===== config.mk =====
export PLATFORM = sky130hd
export DESIGN_NAME = axi_write_master
export DESIGN_NICKNAME = d
export VERILOG_FILES = /design/src/rtl/axi_write_master_pkg.sv /design/src/rtl/axi_write_master.sv
export SDC_FILE = /design/constraint.sdc
export NUM_CORES = 1
export LEC_CHECK = 0
export CORE_AREA = 2 2 260 262
export CTS_BUF_LIST = sky130_fd_sc_hd__clkbuf_8
export DETAILED_ROUTE_END_ITERATION = 7
export DIE_AREA = 0 0 262 264
export SETUP_SLACK_MARGIN = 0.4
export SLEW_MARGIN = 10
export SYNTH_ARGS = -nofsm -noshare
export SYNTH_HDL_FRONTEND = slang
export SYNTH_SLANG_ARGS = --single-unit

===== constraint.sdc =====
create_clock -name clk -period 1.98 [get_ports clk]
set_input_delay 0.396 -clock clk [delete_from_list [all_inputs] [get_ports clk]]
set_output_delay 0.396 -clock clk [all_outputs]
set_load 0.05 [all_outputs]

===== src/rtl/axi_write_master_pkg.sv =====
// Shared AXI write-channel encodings and FSM state type for axi_write_master.
package axi_write_master_pkg;

  localparam logic [1:0] AXI_RESP_OKAY     = 2'b00;
  localparam logic [1:0] AXI_BURST_INCR    = 2'b01;
  localparam logic [2:0] AXI_SIZE_32B      = 3'b101;
  localparam logic       AXI_LOCK_NORMAL   = 1'b0;
  localparam logic [3:0] AXI_CACHE_DEFAULT = 4'b0011;
  localparam logic [2:0] AXI_PROT_DEFAULT  = 3'b000;
  localparam logic [3:0] AXI_QOS_DEFAULT   = 4'b0000;

  // Low address bits cleared to align every burst to a full 32-byte beat
  localparam int unsigned ALIGN_BITS = 5;

  typedef enum logic [1:0] {
    ST_IDLE = 2'd0,
    ST_ADDR = 2'd1,
    ST_DATA = 2'd2
  } wm_state_e;

endpackage


===== src/rtl/axi_write_master.sv =====
// AXI write master: one AW per command, in-order W beat pass-through,
// B retirement with a bounded count of outstanding writes.
module axi_write_master
  import axi_write_master_pkg::*;
#(
  parameter int unsigned ADDR_WIDTH      = 33,
  parameter int unsigned DATA_WIDTH      = 256,
  parameter int unsigned ID_WIDTH        = 8,
  parameter int unsigned AXI_ID          = 0,
  parameter int unsigned MAX_OUTSTANDING = 4
) (
  input  logic                    clk,
  input  logic                    rst,
  input  logic [ADDR_WIDTH-1:0]   wr_addr_in,
  input  logic [7:0]              wr_len_in,
  input  logic                    wr_info_valid_in,
  output logic                    wr_info_rdy_out,
  input  logic [DATA_WIDTH-1:0]   wr_data_in,
  input  logic                    wr_data_valid_in,
  output logic                    wr_data_rdy_out,
  output logic                    wr_idle_out,
  output logic                    wr_err_out,
  input  logic                    axi_awready_in,
  output logic [ID_WIDTH-1:0]     axi_awid_out,
  output logic [ADDR_WIDTH-1:0]   axi_awaddr_out,
  output logic [7:0]              axi_awlen_out,
  output logic                    axi_awvalid_out,
  output logic [1:0]              axi_awburst_out,
  output logic [2:0]              axi_awsize_out,
  output logic                    axi_awlock_out,
  output logic [3:0]              axi_awcache_out,
  output logic [2:0]              axi_awprot_out,
  output logic [3:0]              axi_awqos_out,
  input  logic                    axi_wready_in,
  output logic [DATA_WIDTH-1:0]   axi_wdata_out,
  output logic [DATA_WIDTH/8-1:0] axi_wstrb_out,
  output logic                    axi_wlast_out,
  output logic                    axi_wvalid_out,
  input  logic [ID_WIDTH-1:0]     axi_bid_in,
  input  logic [1:0]              axi_bresp_in,
  input  logic                    axi_bvalid_in,
  output logic                    axi_bready_out
);

  localparam int unsigned STRB_WIDTH = DATA_WIDTH / 8;
  localparam int unsigned OUT_W      = 4;
  localparam logic [OUT_W-1:0] OUT_MAX = OUT_W'(MAX_OUTSTANDING);

  wm_state_e               state_q, state_d;
  logic                    awvalid_q, awvalid_d;
  logic [ADDR_WIDTH-1:0]   awaddr_q, awaddr_d;
  logic [7:0]              awlen_q, awlen_d;
  logic [7:0]              beat_cnt_q, beat_cnt_d;
  logic [OUT_W-1:0]        outstanding_q, outstanding_d;
  logic                    err_q, err_d;

  logic info_rdy_c, in_data_c, wlast_c, aw_hs_c, b_hs_c, bready_c;
  logic bid_unused;

  // Response ID and the sub-beat address bits carry no information here
  assign bid_unused = ^{axi_bid_in, wr_addr_in[ALIGN_BITS-1:0]};

  assign bready_c = ~rst;

  always_comb begin
    state_d       = state_q;
    awvalid_d     = awvalid_q;
    awaddr_d      = awaddr_q;
    awlen_d       = awlen_q;
    beat_cnt_d    = beat_cnt_q;
    outstanding_d = outstanding_q;
    err_d         = err_q;
    info_rdy_c    = 1'b0;
    in_data_c     = 1'b0;
    wlast_c       = 1'b0;
    aw_hs_c       = awvalid_q & axi_awready_in;
    b_hs_c        = axi_bvalid_in & bready_c;

    unique case (state_q)
      ST_IDLE: begin
        info_rdy_c = ~rst & (outstanding_q < OUT_MAX);
        if (info_rdy_c && wr_info_valid_in) begin
          awaddr_d  = {wr_addr_in[ADDR_WIDTH-1:ALIGN_BITS], {ALIGN_BITS{1'b0}}};
          awlen_d   = wr_len_in;
          awvalid_d = 1'b1;
          state_d   = ST_ADDR;
        end
      end
      ST_ADDR: begin
        if (aw_hs_c) begin
          awvalid_d  = 1'b0;
          beat_cnt_d = 8'd0;
          state_d    = ST_DATA;
        end
      end
      ST_DATA: begin
        in_data_c = 1'b1;
        wlast_c   = (beat_cnt_q == awlen_q);
        if (wr_data_valid_in && axi_wready_in) begin
          beat_cnt_d = beat_cnt_q + 8'd1;
          if (wlast_c) state_d = ST_IDLE;
        end
      end
      default: state_d = ST_IDLE;
    endcase

    // Simultaneous AW and B cancel; a stray B at zero saturates and flags an error
    if (aw_hs_c && !b_hs_c) begin
      outstanding_d = outstanding_q + OUT_W'(1);
    end else if (b_hs_c && !aw_hs_c && (outstanding_q != '0)) begin
      outstanding_d = outstanding_q - OUT_W'(1);
    end
    if (b_hs_c && ((outstanding_q == '0) || (axi_bresp_in != AXI_RESP_OKAY))) begin
      err_d = 1'b1;
    end
  end

  always_ff @(posedge clk or posedge rst) begin
    if (rst) begin
      state_q       <= ST_IDLE;
      awvalid_q     <= 1'b0;
      awaddr_q      <= '0;
      awlen_q       <= '0;
      beat_cnt_q    <= '0;
      outstanding_q <= '0;
      err_q         <= 1'b0;
    end else begin
      state_q       <= state_d;
      awvalid_q     <= awvalid_d;
      awaddr_q      <= awaddr_d;
      awlen_q       <= awlen_d;
      beat_cnt_q    <= beat_cnt_d;
      outstanding_q <= outstanding_d;
      err_q         <= err_d;
    end
  end

  assign wr_info_rdy_out = info_rdy_c;
  assign wr_data_rdy_out = in_data_c & axi_wready_in;
  assign wr_idle_out     = (state_q == ST_IDLE) && (outstanding_q == '0);
  assign wr_err_out      = err_q;

  assign axi_awid_out    = ID_WIDTH'(AXI_ID);
  assign axi_awaddr_out  = awaddr_q;
  assign axi_awlen_out   = awlen_q;
  assign axi_awvalid_out = awvalid_q;
  assign axi_awburst_out = AXI_BURST_INCR;
  assign axi_awsize_out  = AXI_SIZE_32B;
  assign axi_awlock_out  = AXI_LOCK_NORMAL;
  assign axi_awcache_out = AXI_CACHE_DEFAULT;
  assign axi_awprot_out  = AXI_PROT_DEFAULT;
  assign axi_awqos_out   = AXI_QOS_DEFAULT;

  assign axi_wdata_out   = wr_data_in;
  assign axi_wstrb_out   = {STRB_WIDTH{1'b1}};
  assign axi_wlast_out   = wlast_c;
  assign axi_wvalid_out  = in_data_c & wr_data_valid_in;
  assign axi_bready_out  = bready_c;

endmodule

==> results.md, run 1 <==
- Ranking of synthesized cells by area: buf_4, dfrtp_1, mux2_4
- Post-DP HPWL: 15.6 mm
- Design area: 5160 µm²
- Setup violators final: 27
- Cell area after placement: 4730 µm²
- Clock buffer depth: 2
- DRT Wirelength: 19.5 mm
- First-pass GRT wire length: 23.8 mm
- Clk sinks: 52
- Max Clk Rate: 466 MHz
- Die Span Y: 264 µm
- Run status: complete, but fails checks
- H-Tree Depth: 2
- RSZ-0062 raised after global routing: yes
- Number of global-route vias before repair: 2,608
- Syn Area/Cell: 9.71 µm²
- Crit Path Class: reg2out
- Setup ws final: -0.165 ns
- Worst-path cell chain: or4_4, nor2_4, buf_6, buf_12
- Clock Latency Late Sink: 0.35 ns
- DRC Markers: 0
- Max VDD drop: 0.607 mV
- Initial Util: 0.0716
- CP max-delay cell: or4_4
- Top-area cell type share of the netlist area: 0.501
- Worst hold slack: 0.456 ns
- FF+latch count, synth: 52
- IO Pins: 676
- Tot Pwr: 7.00 mW
- Leak pwr: 2.06 nW
- Final worst path period need: 2.15 ns
- Core Box Area: 66,600 µm²
- Hold crit path type: in2reg
- Slew @ Worst Pin: 0.776 ns
- Post-route ant nets: 0
- Inserted Clock Buffers: 5
- Max Cap Violations: 0
- Final Util: 0.0775
- Dpl cells: 1,203
- R2r setup slk: -0.12 ns
- Nets: 673
- Final hold violation count: 0
- Synth warn: 0
- Filler cell count: 7,742
- GRT Resource Usage Total: 0.0530
- CTS Hold Bufs: 0
- Die ar.: 69,200 µm²
- # rows: 95
- CP arrival: 1.75 ns
- Worst Setup Start Kind: flip-flop
- Die Width: 262 µm
- P&R area growth vs syn: 8.27%
- Initial antenna violation count: 6
- Pwr Density: 1360 nW/µm²
- Slew Limit Fails: 0
- CTS root buffer: clkbuf_8
- Port bufs: 88
- Synth Cell Area: 4770 µm²
- Share of layout cells above drive strength 1: 0.410
- Period utilisation layout: 1.08
- Violated checks: negative setup slack
- Grt total ovfl: 0
- DRT Pass-1 Iters: 3
- DR iter-0 viols: 37
- CP required: 1.58 ns
- Seq/Total Area, Yosys: 0.273
- Routability Congestion: 0.607
- CP peak stage delay: 0.55 ns
- Largest net degree at the start of global routing: 53
- Layout Cells excl Fill: 1,231
- Cell taking the most area after synthesis: buf_4
- Avg WL per Cell: 15.8 µm
- Critical Path Fanout Max: 2
- Via-to-Cell Ratio: 1.97
- Max-slew headroom: 0.483
- Netlist cell types: 37
- Post-synthesis instance total: 491
- Via Count: 2,428
- Critical path capture point type: primary output
- CTS tree: yes
- Clock Skews: 0.0152 ns
- Clk pin slew, worst setup/hold paths: 0.13 ns
[registers in the layout, summed over array words and instances, names as in the netlist]
signal           count
outstanding_q        4
axi_awvalid_out      1
axi_awaddr_out      28
wr_err_out           1
axi_awlen_out        8
beat_cnt_q           8
state_q              2
[worst paths after layout]
| path | endpoint | startpoint | cells past startpoint |
|---|---|---|---|
| max | wr_info_rdy_out | outstanding_q[3]$_DFFE_PP0P_ | 4 |
| min | wr_err_out$_DFFE_PP0P_ | axi_bvalid_in | 3 |
| max reg2reg | axi_awaddr_out[18]$_DFFE_PP0P_ | outstanding_q[3]$_DFFE_PP0P_ | 6 |
| min reg2reg | wr_err_out$_DFFE_PP0P_ | wr_err_out$_DFFE_PP0P_ | 1 |
| max in group asynchronous | axi_awlen_out[2]$_DFFE_PP0P_ | rst | 4 |
| min in group asynchronous | axi_awaddr_out[20]$_DFFE_PP0P_ | rst | 4 |
[power by group]
group	internal [mW]	switching (mW)	leakage, nW
Combinational	1.72	2.58	1.39
Sequential	1.53	0.428	0.629
Clock	0.259	0.473	0.0423
[final cells by class]
cell class	instances	area, µm²	area share
tap	873	1090	0.212
sequential	52	1310	0.254
clock inverter	3	26.3	0.00509
multi-input combinational	173	1370	0.266
timing repair buffer	120	1270	0.247
antenna	2	5.00	0.000970
inverter	3	15.0	0.00291
clock buffer	5	68.8	0.0133
[synthesized netlist by cell type, drive strengths merged]
library cell  instances
a21o                  2
a21oi                 2
a32o                  1
and2                  4
and3                  2
and4                  1
and4b                 1
buf                 322
clkbuf                1
conb                  2
dfrtp                52
fa                    1
ha                    3
inv                   3
mux2                 39
mux2i                 1
nand2                 6
nand2b                2
nand3                 3
nand3b                1
nand4                 3
nand4b                1
nor2                 10
nor2b                 1
nor3                  2
nor3b                 1
nor4                  3
o21ai                 2
o21bai                1
or4                   1
xnor2                 2
xor2                 15
[worst max-delay path: cells and delay by family, from the launching register on]
family        cells  cell delay, ns
buf+inv           2            0.25
simple gates      2            0.73
flops             1            0.41
[metal layers]
| metal | GRT usage | share of wire |
|---|---|---|
| met1 | 0.0411 | 0.27 |
| met3 | 0.0473 | 0.21 |
| met4 | 0.0655 | 0.13 |
| met2 | 0.0711 | 0.39 |
| met5 | 0 | 0.0019 |
[layout by cell type (no fill, tap or decap), drive strengths merged, types with 2 or more instances in the layout]
cell           netlist  final
and3                 2      2
mux2                39     39
xor2                15     15
and2                 4      4
conb                 2     62
a21o                 2      2
nand2                6      6
nand2b               2      2
dlymetal6s2s         0      3
clkdlybuf4s15        0     20
clkbuf               1      5
inv                  3      3
dfrtp               52     52
clkinvlp             0      3
buf                322     52
clkdlybuf4s50        0     41
xnor2                2      2
nand4                3      3
nor2                10     10
a21oi                2      2
ha                   3      3
nor4                 3      3
o21ai                2      2
diode                0      2
nand3                3      3
bufbuf               0      3
nor3                 2      2
[through the flow]
step / setup WS [ns] / setup TNS, ns
after global placement: -0.222 / -0.515
after floorplan: -0.717 / -3.62
after detailed placement: -0.258 / -0.649
final: -0.165 / -2.69
after CTS: -0.201 / -3.13
after global routing: -0.243 / -5.41
[logic make-up after synthesis]
family          synth area share
mux                        0.108
simple gates              0.0504
xor+xnor                  0.0312
compound gates            0.0110
other cells              0.00158
flops                      0.273
buf+inv                    0.512
fa+ha+maj                 0.0121
[repair_timing]
action | CTS | global route
buffers inserted | 10 | 5
gates resized for setup | 92 | 17
cloned | 3 | 0
endpoints found under the setup margin | 75 | 60
pin swaps | 4 | 3
Note: power is estimated with default switching activity, not from simulation.
==> run 2, diff against run 1 <==
--- a/config.mk
+++ b/config.mk
@@ -9,7 +9,7 @@
 export CTS_BUF_LIST = sky130_fd_sc_hd__clkbuf_8
 export DETAILED_ROUTE_END_ITERATION = 7
 export DIE_AREA = 0 0 262 264
-export SETUP_SLACK_MARGIN = 0.4
+export SETUP_SLACK_MARGIN = 0.1
 export SLEW_MARGIN = 10
 export SYNTH_ARGS = -nofsm -noshare
 export SYNTH_HDL_FRONTEND = slang
==> run 2 against run 1 <==
Compared with the run above:
- the flow still finishes with violations (negative setup slack)
- core utilization up 0.18 points
- register-to-register slack better by 0.04 ns
- sequential cell count unchanged
- combinational power up 5.1%
- critical path type unchanged
==> results.md, run 2 (synthesized netlist as in run 1, its figures left out) <==
- Via Count: 2,527
- Via-to-Cell Ratio: 2.04
- Max FFs per register: 28
- Post-route ant nets: 0
- Final Util: 0.0793
- Pwr Density: 1380 nW/µm²
- CP required: 1.58 ns
- Post-DP HPWL: 16.2 mm
- Final worst path period need: 2.16 ns
- DRC Markers: 0
- RSZ-0062 raised after global routing: yes
- # rows: 95
- Inserted Clock Buffers: 5
- Run status: complete, but fails checks
- Die Width: 262 µm
- Max-slew headroom: 0.445
- Clk sinks: 52
- Most frequent cells in the layout: conb_1, dfrtp_1, clkdlybuf4s50_1
- Slew @ Worst Pin: 0.832 ns
- Period utilisation layout: 1.09
- Dpl cells: 1,203
- DR iter-0 viols: 72
- First-pass GRT wire length: 25.7 mm
- Setup ws final: -0.184 ns
- CP arrival: 1.77 ns
- Critical Path Fanout Max: 2
- Clock Skews: 0.0364 ns
- Initial Util: 0.0716
- IO Pins: 676
- GRT Resource Usage Total: 0.0583
- Die ar.: 69,200 µm²
- Layout Cells excl Fill: 1,238
- Violated checks: negative setup slack
- Largest net degree at the start of global routing: 53
- DRT Wirelength: 20.9 mm
- Port bufs: 88
- Max Clk Rate: 462 MHz
- P&R area growth vs syn: 10.8%
- Die Span Y: 264 µm
- Max VDD drop: 0.818 mV
- Routability Congestion: 0.619
- Setup violators final: 38
- Grt total ovfl: 0
- Leak pwr: 2.16 nW
- Initial antenna violation count: 3
- Clock Latency Late Sink: 0.39 ns
- Share of layout cells above drive strength 1: 0.385
- Max Cap Violations: 0
- Critical path capture point type: primary output
- Number of global-route vias before repair: 2,746
- Clk pin slew, worst setup/hold paths: 0.17 ns
- Hold crit path type: in2async
- Final hold violation count: 0
- CTS Hold Bufs: 0
- H-Tree Depth: 2
- CTS tree: yes
- Worst Setup Start Kind: flip-flop
- Core Box Area: 66,600 µm²
- Nets: 681
- Slew Limit Fails: 0
- Most common cell after layout, fill and taps aside: conb_1
- CTS root buffer: clkbuf_8
- Clock buffer depth: 2
- Placement Setup Slack: -0.270 ns
- DRT Pass-1 Iters: 4
- Crit Path Class: reg2out
- Avg WL per Cell: 16.9 µm
==> run 2: cell types whose count changed in the layout (fill, tap and decap cells not counted), moves of 3 or more <==
cell,delta
buf_16,+4
mux2_2,-5
clkdlybuf4s15_2,-20
mux2_1,-3
buf_2,-3
dfrtp_1,-3
bufbuf_16,-3
buf_12,+3
dfrtp_2,+3
mux2_4,+8
buf_4,+6
dlygate4sd2_1,+21
==> run 2: area by class of cell <==
type | instances | area, µm²
Clock buffer | 5 | 68.8
Sequential cell | 52 | 1310
Fill cell | 7740 | 61300
Antenna cell | 1 | 2.50
Inverter | 3 | 15.0
Multi-Input combinational cell | 173 | 1430
Timing Repair Buffer | 128 | 1330
Clock inverter | 3 | 33.8
Tap cell | 873 | 1090
==> run 2: timing repair <==
action / 4_1_cts / 5_1_grt
setup buffers: 18 / 5
gates resized for setup: 59 / 13
setup endpoints to repair: 53 / 44
gates cloned: 3 / 0
pin swaps: 3 / 6
==> run 2: final timing paths <==
kind                       depth (start not counted)                              to  slack, ns                            from
min                                                4  axi_awaddr_out[16]$_DFFE_PP0P_       0.47                             rst
min in group clk                                   1  axi_awaddr_out[21]$_DFFE_PP0P_       0.52  axi_awaddr_out[21]$_DFFE_PP0P_
max in group asynchronous                          4    axi_awlen_out[5]$_DFFE_PP0P_       0.87                             rst
max                                                5                   axi_wlast_out      -0.18       beat_cnt_q[3]$_DFFE_PP0P_
min reg2reg                                        1  axi_awaddr_out[21]$_DFFE_PP0P_       0.52  axi_awaddr_out[21]$_DFFE_PP0P_
max reg2reg                                        7  axi_awaddr_out[20]$_DFFE_PP0P_      -0.08    outstanding_q[2]$_DFFE_PP0P_
==> run 2: where the power goes <==
| part | internal [mW] | switching, mW | leakage, nW | total (mW) |
|---|---|---|---|---|
| Clock | 0.270 | 0.556 | 0.0515 | 0.825 |
| Combinational | 1.80 | 2.73 | 1.48 | 4.52 |
| Sequential | 1.54 | 0.373 | 0.627 | 1.91 |
==> run 2: metrics by stage <==
step / hold slack, ns / instance area [µm²] / setup TNS (ns) / total power, mW
after floorplan: 0.460 / 5040 / -3.62 / 6.04
after global placement: 0.476 / 4720 / -0.479 / 5.97
after detailed placement: 0.481 / 4720 / -0.648 / 6.05
after CTS: 0.521 / 5170 / -2.02 / 7.33
after global routing: 0.504 / 5280 / -4.03 / 7.76
final: 0.474 / 5280 / -2.17 / 7.26
==> run 2: critical path: stages (launching register included) <==
cell and delay, ns:
dfrtp_1 0.44, xor2_1 0.17, nor4_2 0.27, buf_4 0.17, and3_4 0.19, buf_12 0.13
==> run 2: metal layers <==
layer / GRT usage / up-vias / part of all wire
met5: 0.0128 / - / 0.0057
met4: 0.0704 / 4 / 0.13
met3: 0.0561 / 179 / 0.21
met2: 0.0769 / 348 / 0.40
met1: 0.0434 / 1073 / 0.26
li1: - / 923 / -
